$ cat config.mk
export PLATFORM = sky130hd
export DESIGN_NAME = pipeline_ctrl_flat
export DESIGN_NICKNAME = d
export VERILOG_FILES = /design/src/rtl/pipeline_ctrl_pkg.sv /design/src/rtl/pipeline_ctrl_if.sv /design/src/rtl/pipeline_ctrl_sat_counter.sv /design/src/rtl/pipeline_ctrl.sv /design/src/flat_wrapper.sv
export SDC_FILE = /design/constraint.sdc
export NUM_CORES = 1
export LEC_CHECK = 0
export ABC_AREA = 1
export BUFFER_PORTS_ARGS = -buffer_cell sky130_fd_sc_hd__buf_4
export CAP_MARGIN = 20
export CORE_UTILIZATION = 45
export DETAILED_ROUTE_END_ITERATION = 7
export PLACE_DENSITY = 0.66
export SLEW_MARGIN = 10
export SYNTH_ARGS = -nofsm -noshare
export SYNTH_HDL_FRONTEND = slang
export SYNTH_SLANG_ARGS = --single-unit
$ cat constraint.sdc
create_clock -name clk -period 4.1 [get_ports clk]
set_input_delay 0.615 -clock clk [delete_from_list [all_inputs] [get_ports clk]]
set_output_delay 0.615 -clock clk [all_outputs]
set_load 0.1 [all_outputs]
$ cat src/rtl/pipeline_ctrl_pkg.sv
// Shared definitions for the pipeline stall/flush sequencer: state encoding,
// default sizing constants and the data-wait predicate.
package pipeline_ctrl_pkg;

    typedef enum logic [2:0] {
        BOOT  = 3'd0,
        RUN   = 3'd1,
        DWAIT = 3'd2,
        HALT  = 3'd3,
        ERR   = 3'd4
    } state_e;

    localparam int CNT_W_DEF   = 16;
    localparam int TIMEOUT_DEF = 256;

    function automatic logic data_wait(input logic req, input logic rdy);
        return req & ~rdy;
    endfunction

endpackage

$ cat src/rtl/pipeline_ctrl_if.sv
// Request/control bundle between the pipeline hazard sources and the
// sequencer; master drives requests, slave (the sequencer) drives controls.
interface pipeline_ctrl_if #(
    parameter int CNT_W = 16
);
    logic             hz_stall;
    logic             br_taken;
    logic             imem_ready;
    logic             dmem_req;
    logic             dmem_ready;
    logic             halt_req;
    logic             pc_en;
    logic             ifid_en;
    logic             ifid_flush;
    logic             idex_flush;
    logic             exmem_en;
    logic             memwb_flush;
    logic             halted;
    logic             timeout_err;
    logic [CNT_W-1:0] stall_cnt;
    logic [CNT_W-1:0] flush_cnt;

    modport master (
        output hz_stall, br_taken, imem_ready, dmem_req, dmem_ready, halt_req,
        input  pc_en, ifid_en, ifid_flush, idex_flush, exmem_en, memwb_flush,
        input  halted, timeout_err, stall_cnt, flush_cnt
    );

    modport slave (
        input  hz_stall, br_taken, imem_ready, dmem_req, dmem_ready, halt_req,
        output pc_en, ifid_en, ifid_flush, idex_flush, exmem_en, memwb_flush,
        output halted, timeout_err, stall_cnt, flush_cnt
    );

endinterface

$ cat src/rtl/pipeline_ctrl_sat_counter.sv
// Saturating up-counter with synchronous clear; holds at all-ones.
module sat_counter #(
    parameter int W = 16
) (
    input  logic         clk,
    input  logic         rst_n,
    input  logic         inc,
    input  logic         clear,
    output logic [W-1:0] count
);

    logic [W-1:0] count_q;
    logic [W-1:0] count_d;

    // next count: clear wins, otherwise increment until all-ones
    always_comb begin
        count_d = count_q;
        if (clear) begin
            count_d = '0;
        end else if (inc && (count_q != {W{1'b1}})) begin
            count_d = count_q + W'(1);
        end else begin
            count_d = count_q;
        end
    end

    // count register
    always_ff @(posedge clk or negedge rst_n) begin
        if (!rst_n) begin
            count_q <= '0;
        end else begin
            count_q <= count_d;
        end
    end

    assign count = count_q;

endmodule

$ cat src/rtl/pipeline_ctrl.sv
// Central stall/flush sequencer: arbitrates stall, redirect, memory-wait and
// halt requests into per-stage enables/bubbles and counts stall/flush cycles.
module pipeline_ctrl
    import pipeline_ctrl_pkg::*;
#(
    parameter int CNT_W   = CNT_W_DEF,
    parameter int TIMEOUT = TIMEOUT_DEF
) (
    input  logic            clk,
    input  logic            rst_n,
    pipeline_ctrl_if.slave  bus
);

    localparam int WAIT_W = $clog2(TIMEOUT);
    // Counter value in the last DWAIT cycle allowed before the timeout; the
    // cycle that detected the wait in RUN is the first frozen cycle.
    localparam logic [WAIT_W-1:0] WAIT_LAST = WAIT_W'(TIMEOUT - 2);

    state_e            state_q, state_d;
    logic [WAIT_W-1:0] wait_q, wait_d;

    logic dwait_s;
    logic active_s;
    logic br_win_s;
    logic pc_en_s, ifid_en_s, exmem_en_s;
    logic ifid_flush_s, idex_flush_s, memwb_flush_s;
    logic halted_s, timeout_err_s;

    assign dwait_s = data_wait(bus.dmem_req, bus.dmem_ready);

    // next-state and Mealy control outputs
    always_comb begin
        state_d       = state_q;
        wait_d        = wait_q;
        active_s      = 1'b0;
        br_win_s      = 1'b0;
        pc_en_s       = 1'b1;
        ifid_en_s     = 1'b1;
        exmem_en_s    = 1'b1;
        ifid_flush_s  = 1'b0;
        idex_flush_s  = 1'b0;
        memwb_flush_s = 1'b0;
        halted_s      = 1'b0;
        timeout_err_s = 1'b0;
        case (state_q)
            RUN, DWAIT: begin
                active_s = 1'b1;
                if (dwait_s) begin
                    pc_en_s       = 1'b0;
                    ifid_en_s     = 1'b0;
                    exmem_en_s    = 1'b0;
                    memwb_flush_s = 1'b1;
                    if (state_q == RUN) begin
                        state_d = DWAIT;
                        wait_d  = '0;
                    end else if (wait_q == WAIT_LAST) begin
                        state_d = ERR;
                    end else begin
                        state_d = DWAIT;
                        wait_d  = wait_q + WAIT_W'(1);
                    end
                end else begin
                    if (bus.hz_stall) begin
                        pc_en_s      = 1'b0;
                        ifid_en_s    = 1'b0;
                        idex_flush_s = 1'b1;
                    end else if (bus.br_taken) begin
                        ifid_flush_s = 1'b1;
                        br_win_s     = 1'b1;
                    end else if (!bus.imem_ready) begin
                        pc_en_s      = 1'b0;
                        ifid_flush_s = 1'b1;
                    end else begin
                        pc_en_s = 1'b1;
                    end
                    if (bus.halt_req) begin
                        state_d = HALT;
                    end else begin
                        state_d = RUN;
                    end
                end
            end
            HALT: begin
                pc_en_s    = 1'b0;
                ifid_en_s  = 1'b0;
                exmem_en_s = 1'b0;
                halted_s   = 1'b1;
            end
            ERR: begin
                pc_en_s       = 1'b0;
                ifid_en_s     = 1'b0;
                exmem_en_s    = 1'b0;
                halted_s      = 1'b1;
                timeout_err_s = 1'b1;
            end
            default: begin
                pc_en_s       = 1'b0;
                ifid_en_s     = 1'b0;
                exmem_en_s    = 1'b0;
                ifid_flush_s  = 1'b1;
                idex_flush_s  = 1'b1;
                memwb_flush_s = 1'b1;
                state_d       = RUN;
            end
        endcase
    end

    // state and wait-counter registers
    always_ff @(posedge clk or negedge rst_n) begin
        if (!rst_n) begin
            state_q <= BOOT;
            wait_q  <= '0;
        end else begin
            state_q <= state_d;
            wait_q  <= wait_d;
        end
    end

    sat_counter #(.W(CNT_W)) u_stall_cnt (
        .clk   (clk),
        .rst_n (rst_n),
        .inc   (active_s & ~pc_en_s),
        .clear (1'b0),
        .count (bus.stall_cnt)
    );

    sat_counter #(.W(CNT_W)) u_flush_cnt (
        .clk   (clk),
        .rst_n (rst_n),
        .inc   (br_win_s),
        .clear (1'b0),
        .count (bus.flush_cnt)
    );

    assign bus.pc_en       = pc_en_s;
    assign bus.ifid_en     = ifid_en_s;
    assign bus.exmem_en    = exmem_en_s;
    assign bus.ifid_flush  = ifid_flush_s;
    assign bus.idex_flush  = idex_flush_s;
    assign bus.memwb_flush = memwb_flush_s;
    assign bus.halted      = halted_s;
    assign bus.timeout_err = timeout_err_s;

endmodule
$ cat src/flat_wrapper.sv
// flat-port wrapper written by rule: the top's interface ports become plain ports
module pipeline_ctrl_flat import pipeline_ctrl_pkg::*;
#(
    parameter int CNT_W   = CNT_W_DEF,
    parameter int TIMEOUT = TIMEOUT_DEF
)
  (clk, rst_n, bus_hz_stall, bus_br_taken, bus_imem_ready, bus_dmem_req, bus_dmem_ready, bus_halt_req, bus_pc_en, bus_ifid_en, bus_ifid_flush, bus_idex_flush, bus_exmem_en, bus_memwb_flush, bus_halted, bus_timeout_err, bus_stall_cnt, bus_flush_cnt);
  pipeline_ctrl_if #(.CNT_W(CNT_W)) bus_i ();
  input  logic clk;
  input  logic rst_n;
  input wire logic [$bits(bus_i.hz_stall)-1:0] bus_hz_stall;
  input wire logic [$bits(bus_i.br_taken)-1:0] bus_br_taken;
  input wire logic [$bits(bus_i.imem_ready)-1:0] bus_imem_ready;
  input wire logic [$bits(bus_i.dmem_req)-1:0] bus_dmem_req;
  input wire logic [$bits(bus_i.dmem_ready)-1:0] bus_dmem_ready;
  input wire logic [$bits(bus_i.halt_req)-1:0] bus_halt_req;
  output wire logic [$bits(bus_i.pc_en)-1:0] bus_pc_en;
  output wire logic [$bits(bus_i.ifid_en)-1:0] bus_ifid_en;
  output wire logic [$bits(bus_i.ifid_flush)-1:0] bus_ifid_flush;
  output wire logic [$bits(bus_i.idex_flush)-1:0] bus_idex_flush;
  output wire logic [$bits(bus_i.exmem_en)-1:0] bus_exmem_en;
  output wire logic [$bits(bus_i.memwb_flush)-1:0] bus_memwb_flush;
  output wire logic [$bits(bus_i.halted)-1:0] bus_halted;
  output wire logic [$bits(bus_i.timeout_err)-1:0] bus_timeout_err;
  output wire logic [$bits(bus_i.stall_cnt)-1:0] bus_stall_cnt;
  output wire logic [$bits(bus_i.flush_cnt)-1:0] bus_flush_cnt;
  assign bus_i.hz_stall = bus_hz_stall;
  assign bus_i.br_taken = bus_br_taken;
  assign bus_i.imem_ready = bus_imem_ready;
  assign bus_i.dmem_req = bus_dmem_req;
  assign bus_i.dmem_ready = bus_dmem_ready;
  assign bus_i.halt_req = bus_halt_req;
  assign bus_pc_en = bus_i.pc_en;
  assign bus_ifid_en = bus_i.ifid_en;
  assign bus_ifid_flush = bus_i.ifid_flush;
  assign bus_idex_flush = bus_i.idex_flush;
  assign bus_exmem_en = bus_i.exmem_en;
  assign bus_memwb_flush = bus_i.memwb_flush;
  assign bus_halted = bus_i.halted;
  assign bus_timeout_err = bus_i.timeout_err;
  assign bus_stall_cnt = bus_i.stall_cnt;
  assign bus_flush_cnt = bus_i.flush_cnt;
  pipeline_ctrl #(.CNT_W(CNT_W), .TIMEOUT(TIMEOUT)) u_core (.clk(clk), .rst_n(rst_n), .bus(bus_i));
endmodule
# Word-level counts from Yosys, hierarchy flattened
# Index checks and enable logic that the tools add are counted.
dict set report totals {
  output_inout_bits 40
  wordCells 58
  reg_bits 43
  input_bits 8
}
dict set report classes {
  n_bitwise 4
  n_eq_ne 8
  n_addsub 3
  mux 34
  n_reduce_logical 5
}
# cell count
set ops {}
lappend ops {{adder 16 x 1 -> 16 bit (second input constant)} 2}
lappend ops {{!= test 16 bit (second input constant)} 2}
lappend ops {{2-to-1 mux 1 bit} 24}
lappend ops {{2-to-1 mux 8 bit} 2}
lappend ops {{2-to-1 mux 3 bit} 3}
lappend ops {{adder 8 x 1 -> 8 bit (second input constant)} 1}
lappend ops {{equality test 8 bit (second input constant)} 1}
lappend ops {{equality test 3 x 2 -> 1 bit (second input constant)} 2}
lappend ops {{case mux 1 bit (2 select lines)} 3}
lappend ops {{case mux 3 bit (2 select lines)} 1}
lappend ops {{OR reduction 2 bit} 2}
lappend ops {{equality test 3 x 1 -> 1 bit (second input constant)} 1}
lappend ops {{equality test 3 bit (second input constant)} 1}
lappend ops {{AND reduction 3 bit} 1}
lappend ops {{AND 1 bit} 2}
lappend ops {{logical AND 1 bit} 2}
lappend ops {{2-to-1 mux 2 bit} 1}
lappend ops {{!= test 2 x 1 -> 1 bit (second input constant)} 1}
lappend ops {{inverter 1 bit} 2}

# Longest topological paths before layout
# Gate-level depths: netlist of run 1.
dict set report logic_depth {
  depth_word 8
  ltp_mapped 10
  depth_no_buf 10
}

# Cells and area by module
# A second synthesis of run 1 with hierarchy kept.
dict set report unflattened {
  hier_cells 391
  area_unflattened_um2 2827.7
}
# module area_each_um2 cells_each seq_area_each_um2 instances
set modules_own_cells {}
lappend modules_own_cells {{sat_counter (u_core.u_flush_cnt)} 1037.2 144 400.4 1}
lappend modules_own_cells {{sat_counter (u_core.u_stall_cnt)} 1033.5 145 400.4 1}
lappend modules_own_cells {pipeline_ctrl 757.0 102 275.3 1}

# Worst setup path after synthesis of run 1
# No wires, ideal clock.
dict set report synth_timing {
  kind {register to output}
  from {reg u_core.state_q[0]}
  to {out bus_idex_flush}
  stages_incl_launch_ff 7
  t_arrival_ns 3.117
  path_slack_ns 0.368
  path_buffers 0
  required_ns 3.485
  cell_sequence {dfrtp_1 inv_2 nand2_2 nor2_1 nor2_1 nand2_1 o21ai_0}
}
dict set report synth_via {
  elab_chain_len 3
  elab_cells_between_ends 7
  classes_between {eq/ne: 4; mux: 1; reduce/logical: 2}
}
# item line_no
set synth_lines {}
lappend synth_lines {{start, declared} pipeline_ctrl.sv:19} ;# state_e state_q, state_d;
lappend synth_lines {{start signal, assigned} pipeline_ctrl.sv:114} ;# state_q <= state_d;
lappend synth_lines {{equality test 3 x 2 -> 1 bit (tied with other cells)} pipeline_ctrl.sv:45} ;# case (state_q)
lappend synth_lines {{OR reduction 2 bit (on tied branches)} n/a}
lappend synth_lines {{case mux 1 bit (2 select lines) (*)} pipeline_ctrl.sv:45}
lappend synth_lines {{end, declared} flat_wrapper.sv:20} ;# output wire logic [$bits(bus_i.idex_flush)-1:0] bus_idex_flush;
# Mark *: on every way between the ends. The rest lies on a longest branch, timed or not.

# Worst setup path in the final report of run 1
dict set report layout_timing {
  from {reg u_core.state_q[2]}
  to {out bus_ifid_flush}
}
dict set report layout_via {
  elab_chain_len 3
  elab_cells_between_ends 7
  classes_between {eq/ne: 4; mux: 1; reduce/logical: 2}
}
# item line_no
set layout_lines {}
lappend layout_lines {{equality test 3 x 2 -> 1 bit (tied with other cells)} pipeline_ctrl.sv:45}
lappend layout_lines {{OR reduction 2 bit (on tied branches)} n/a}
lappend layout_lines {{case mux 1 bit (2 select lines) (*)} pipeline_ctrl.sv:45}
lappend layout_lines {{end, declared} flat_wrapper.sv:19} ;# output wire logic [$bits(bus_i.ifid_flush)-1:0] bus_ifid_flush;
# Marked as above.

==> impl_results.md, run 1 <==
* Period utilisation layout at 0.561
* Minimum clock period after layout at 2.30 ns
* Routability congestion estimate at 0.816
* Met2 usage at 0.330
* Vias in the first global route at 2295
* Nets at 460
* Share of cells above drive strength 1 at 0.200
* Leak pwr at 1.71 nW
* Final Routed Wirelength at 6.07 mm
* Final Hold Vio Count at 0
* Layout Utilization at 0.562
* H-Tree Depth at 2
* CP Launch Point: u_core.state_q[2]$_DFFE_PN0P_
* Clk_skew at 0.00581 ns
* Yosys top cell area share at 0.383
* Via Count at 2562
* Startpoint Class: flip-flop
* GRT Overall Usage at 0.203
* Mapped Area at 2810 um2
* Routed vias/inst at 4.89
* Iter 0 DRT Violations at 108
* FF+latch area at 1080 um2
* Initial core utilization at 0.472
* Detailed placement HPWL at 4.31 mm
* Wire per inst at 11.6 um
* Final Power at 0.00187 W
* CTS max path bufs at 2
* Post-route DRC at 0
* Full die area at 6560 um2
* Slew Viols, Final at 0
* Max_slew headroom at 0.631
* Worst Setup End Kind: output pin
* WP data required at 3.48 ns
* Synth area leader: dfrtp_1
* N_diodes at 0
* Die Y at 81.0 um
* Maximum vdd drop at 0.000455 V
* IO Pins at 48
* Die Width at 81.0 um
* Commonest cells after routing, fill and taps aside: nand2_1 (175), buf_4 (47), dfrtp_1 (43)
* Multi-input gate area at 1540 um2
* CTS tree: done
* Crit path kind: reg -> out
* Dpl ws at 2.03 ns
* #FFs+latches synth at 43
* Max Cap Viol at 0
* Fill cells at 577
* Fmax at 0.435 GHz
* CP peak stage delay at 0.40 ns
* Sequential fraction of the synthesis area at 0.383
* Cts hold-fix bufs at 0
* Area delta synth->final at 19.2%
* CTS root buffer: clkbuf_8
* Cells after Synth at 398
* Status: finished clean
* Antenna violations before repair at 0
* Area contributors post-synth: dfrtp_1 (38%), nand2_1 (23%), nor2_1 (4.9%), nand3_1 (4.3%), inv_1 (4.1%)
* Row Count at 28
* Synthesized Nets at 410
* ANT nets after route at 0
* Crit path max-delay cell type: dfrtp_1
* Reg-to-Reg Start: u_core.u_flush_cnt.count[0]$_DFFE_PN0P_
* Worst Max-Slew Pin Slew at 0.553 ns
* Post-CTS setup buffers at 0
* Sum Neg Setup Slack at 0 ns
* Met3 GRT Util at 0.0348
* Worst skew pair latency at 0.30 ns
* Global route overflow at 0
* Final WS setup at 1.80 ns
* Worst hold margin at 0.297 ns
* Post-CTS Resized at 0
* Global-route met1 utilization at 0.273
* GR peak layer: met2
* First-pass GRT wire length at 10.4 mm
* DR pass1 iterations at 4
* Cells along the critical path: inv_2 -> nand3_4 -> nand2_2 -> nand3_1 -> o21ai_0 -> buf_4
* Clk slew on worst S/H paths at 0.09 ns
* Worst R2R Path Depth at 8
* RSZ-0062 raised after global routing: false
* Setup-failing EPs final at 0
* Unique cell type count in the Yosys netlist at 27
* Most common cell after layout, fill and taps aside: nand2_1
* Yosys Warn Count at 0
* Worst Path Arrival at 1.68 ns
* CTS sink count at 43
* Largest net degree at the start of global routing at 44
* PD cells at 560 nW/um2
* CP Max Fanout at 10
* Num CTS Buffers at 5
* Syn Area/Cell at 7.06 um2
* Core ar. at 5960 um2
* Port buffer count at 47
* HP Class: in -> async
==> critical path, delay by kind of cell (launching register included) <==
family	cells	cell delay [ns]
buffers and inverters	2	0.44
flip-flops	1	0.40
AO/OA/AOI/OAI	1	0.16
AND/OR/NAND/NOR	3	0.38
==> path summary, 6_finish.rpt <==
path | endpoint | slack [ns]
worst max-delay path | bus_ifid_flush | 1.80
worst min-delay path | u_core.u_flush_cnt.count[12]$_DFFE_PN0P_ | 0.30
min in group clk | u_core.state_q[1]$_DFFE_PN0P_ | 0.55
worst max register to register | u_core.u_flush_cnt.count[7]$_DFFE_PN0P_ | 2.29
worst min register to register | u_core.u_stall_cnt.count[1]$_DFFE_PN0P_ | 0.56
max in group asynchronous | u_core.u_stall_cnt.count[5]$_DFFE_PN0P_ | 3.42
==> cell families after synthesis <==
| family | synth area share |
|---|---|
| AND/OR/NAND/NOR | 0.441 |
| flip-flops | 0.383 |
| XOR/XNOR | 0.0530 |
| AO/OA/AOI/OAI | 0.0356 |
| buffers and inverters | 0.0695 |
| adder cells (fa/ha/maj) | 0.0178 |
==> routing by layer <==
layer / wire length, um / share of wire
met1: 3030 / 0.50
met2: 2730 / 0.45
met3: 241 / 0.040
met4: 68 / 0.011
met5: 0 / 0
==> cells in the mapped netlist (all sizes together) <==
master,n
buf,4
clkinv,1
dfrtp,43
ha,4
inv,39
nand2,189
nand3,28
nand3b,4
nand4,8
nor2,45
o211ai,1
o21ai,12
o21bai,2
o22ai,1
xnor2,10
xor2,7
==> stage by stage <==
step	std cells	instance area (um2)
after CTS	524	3350
final	524	3350
after detailed placement	516	3210
after global routing	524	3350
after global placement	516	3210
after floorplan	398	2810
==> power breakdown <==
group / switching [W] / leakage (nW) / internal, W
Clock: 0.000157 / 0.0654 / 0.000244
Combinational: 0.000724 / 1.06 / 0.000190
Sequential: 0.0000780 / 0.581 / 0.000481
Total: 0.000959 / 1.71 / 0.000915
==> state kept, by name, summed over array words and instances, names as in the netlist <==
name and count:
u_core.u_flush_cnt.count 16, u_core.u_stall_cnt.count 16, u_core.wait_q 8, u_core.state_q 3
==> cell type report <==
cell class,instances,area share
clock inverters,2,0.0179
flip-flops and latches,43,0.321
multi-input cells,311,0.459
clock buffers,6,0.0217
repair buffers,47,0.105
inverters,40,0.0460
well taps,75,0.0280
Note: power is estimated with default switching activity, not from simulation.
==> run 2, diff against run 1 <==
PLACE_DENSITY = 0.69   (was 0.66)
clock period = 2.07 ns   (was 4.1 ns; I/O delays follow)
==> run 2 against run 1 <==
The flow now finishes with violations (negative hold slack). Register-to-register slack lost 1.9 ns. Clock-buffer cell count grew 1. Via count shrank 0.78%. Sequential power grew 99%. Critical path type unchanged. Critical endpoint is now bus_memwb_flush.
==> impl_results.md, run 2 (synthesis results as in run 1) <==
* Status: finished, violations left
* Failing checks: negative hold slack
* Clk_skew at 0.00761 ns (+0.00180 ns)
* CTS max path bufs at 2 (unchanged)
* HP Class: in -> async
* CP Max Fanout at 10 (unchanged)
* Worst R2R Path Depth at 8 (unchanged)
* Most common cell after layout, fill and taps aside: nand2_1
* Fill cells at 598 (+3.6%)
* Multi-input gate area at 1560 um2 (+1.2%)
* Final Routed Wirelength at 5.92 mm (-2.5%)
* Startpoint Class: flip-flop
* DR pass1 iterations at 4 (unchanged)
* Leak pwr at 1.69 nW (-1.0%)
* Period utilisation layout at 0.948
* Worst R2R End: u_core.u_flush_cnt.count[10]$_DFFE_PN0P_
* Die Width at 81.0 um (unchanged)
* Final Hold Vio Count at 10 (+10)
* Nets at 461 (+0.22%)
* Via Count at 2542 (-0.78%)
* Area delta synth->final at 19.3%
* Final instance area at 3350 um2 (+0.11%)
* Vias in the first global route at 2193 (-4.4%)
* Crit path kind: reg -> out
* Maximum vdd drop at 0.00139 V (+210%)
* Final Power at 0.00351 W (+87%)
* ANT nets after route at 0 (unchanged)
* FF+latch area at 1080 um2 (+0.47%)
* RSZ-0062 raised after global routing: false
* Setup-failing EPs final at 0 (unchanged)
* Fmax at 0.510 GHz
* First-pass GRT wire length at 9.78 mm (-5.5%)
* Worst R2R Setup Slack at 0.43 ns (-1.86 ns)
* Worst skew pair latency at 0.30 ns (about the same)
* CTS root buffer: clkbuf_8
* Commonest cells after routing, fill and taps aside: nand2_1 (174), buf_4 (45), dfrtp_1 (39)
* Iter 0 DRT Violations at 101 (-6.5%)
* Num CTS Buffers at 5 (unchanged)
* N_diodes at 0 (unchanged)
* Max Cap Viol at 0 (unchanged)
* Worst Setup End Kind: output pin
* Cell Count, Final, Fillers Out at 525 (+0.19%)
* CTS tree: done
* Worst Max-Slew Pin Slew at 0.546 ns (-0.00765 ns)
* Full die area at 6560 um2 (unchanged)
* Largest net degree at the start of global routing at 44 (unchanged)
* PD cells at 1050 nW/um2 (+87%)
* IO Pins at 48 (unchanged)
* Routed vias/inst at 4.84 (-0.97%)
* Row Count at 28 (unchanged)
* CTS sink count at 43 (unchanged)
* GRT Overall Usage at 0.193 (-0.0103)
* Post-DP Area at 3260 um2 (+1.4%)
* Placed cells at 517 (+0.19%)
* Wire per inst at 11.3 um (-2.6%)
* Global route overflow at 0 (unchanged)
* Routability congestion estimate at 0.829 (+1.5%)
* Max_slew headroom at 0.636 (+0.00510)
* Port buffer count at 47 (unchanged)
* Share of cells above drive strength 1 at 0.222 (+0.0218)
* Sum Neg Setup Slack at 0 ns (unchanged)
* Minimum clock period after layout at 1.96 ns
* Post-CTS setup buffers at 0 (unchanged)
* WP data required at 1.76 ns (-1.72 ns)
* Detailed placement HPWL at 4.33 mm (+0.35%)
* Reg-to-Reg Start: u_core.u_flush_cnt.count[0]$_DFFE_PN0P_
* Worst hold margin at -0.00470 ns (-0.302 ns)
* Slew Viols, Final at 0 (unchanged)
* Core ar. at 5960 um2 (unchanged)
* Initial core utilization at 0.472 (unchanged)
* Antenna violations before repair at 0 (unchanged)
* Worst Path Arrival at 1.65 ns (-0.03 ns)
* H-Tree Depth at 2 (unchanged)
* Die Y at 81.0 um (unchanged)
* Post-route DRC at 0 (unchanged)
* Clk slew on worst S/H paths at 0.08 ns (about the same)
[run 2: cell types whose count changed in the layout (fill, tap and decap cells not counted), sizes merged]
| cell | change |
|---|---|
| buf | +1 |
| inv | -1 |
| clkinvlp | +1 |
| clkinv | +1 |
| bufinv | -2 |
| clkbuf | +1 |
[run 2: timing repair]
| item | CTS | global route |
|---|---|---|
| resized for setup | 0 | 3 |
| hold buffers | 0 | 0 |
| endpoints found under the hold margin | 0 | 0 |
| endpoints found under the setup margin | 0 | 3 |
[run 2: worst max-delay path by stage]
stage                                       start               to  slack (ns)
finish              u_core.state_q[2]$_DFFE_PN0P_  bus_memwb_flush        0.11
global route        u_core.state_q[2]$_DFFE_PN0P_  bus_memwb_flush       0.007
CTS                 u_core.state_q[0]$_DFFE_PN0P_   bus_idex_flush       0.008
detailed placement  u_core.state_q[0]$_DFFE_PN0P_   bus_idex_flush        0.34
global placement    u_core.state_q[0]$_DFFE_PN0P_   bus_idex_flush        0.37
floorplan           u_core.state_q[2]$_DFFE_PN0P_   bus_idex_flush       -0.40
[run 2: report_power, final]
group	leakage, nW	switching [W]	internal, W
clock network	0.0422	0.000291	0.000237
logic	1.07	0.00146	0.000411
registers	0.576	0.000154	0.000960
[run 2: critical path: stages (launching register included)]
cell     delay (ns)
dfrtp_1        0.40
inv_2          0.15
nand3_4        0.16
nand2_2        0.13
nand2_1        0.13
nand2_2        0.10
buf_4          0.28
[run 2: layer usage]
metal  vias to the layer above  part of all wire  GRT usage
met5                         -                 0          0
met4                         0             0.015     0.0696
met3                         7             0.037     0.0348
met2                        49              0.47      0.313
met1                      1153              0.48      0.257
li1                       1333                 -          -
[run 2: final cells by class]
class | count | share of cell area
timing repair buffer | 48 | 0.114
multi-input combinational | 311 | 0.465
tap | 75 | 0.0280
sequential | 43 | 0.323
clock inverter | 1 | 0.00149
clock buffer | 7 | 0.0228
inverter | 40 | 0.0471
[run 2: stage by stage]
stage	worst slack, ns	util
finish	0.108	0.563
global route	0.00710	0.563
CTS	0.00807	0.561
detailed placement	0.342	0.547
global placement	0.375	0.547
floorplan	-0.397	-
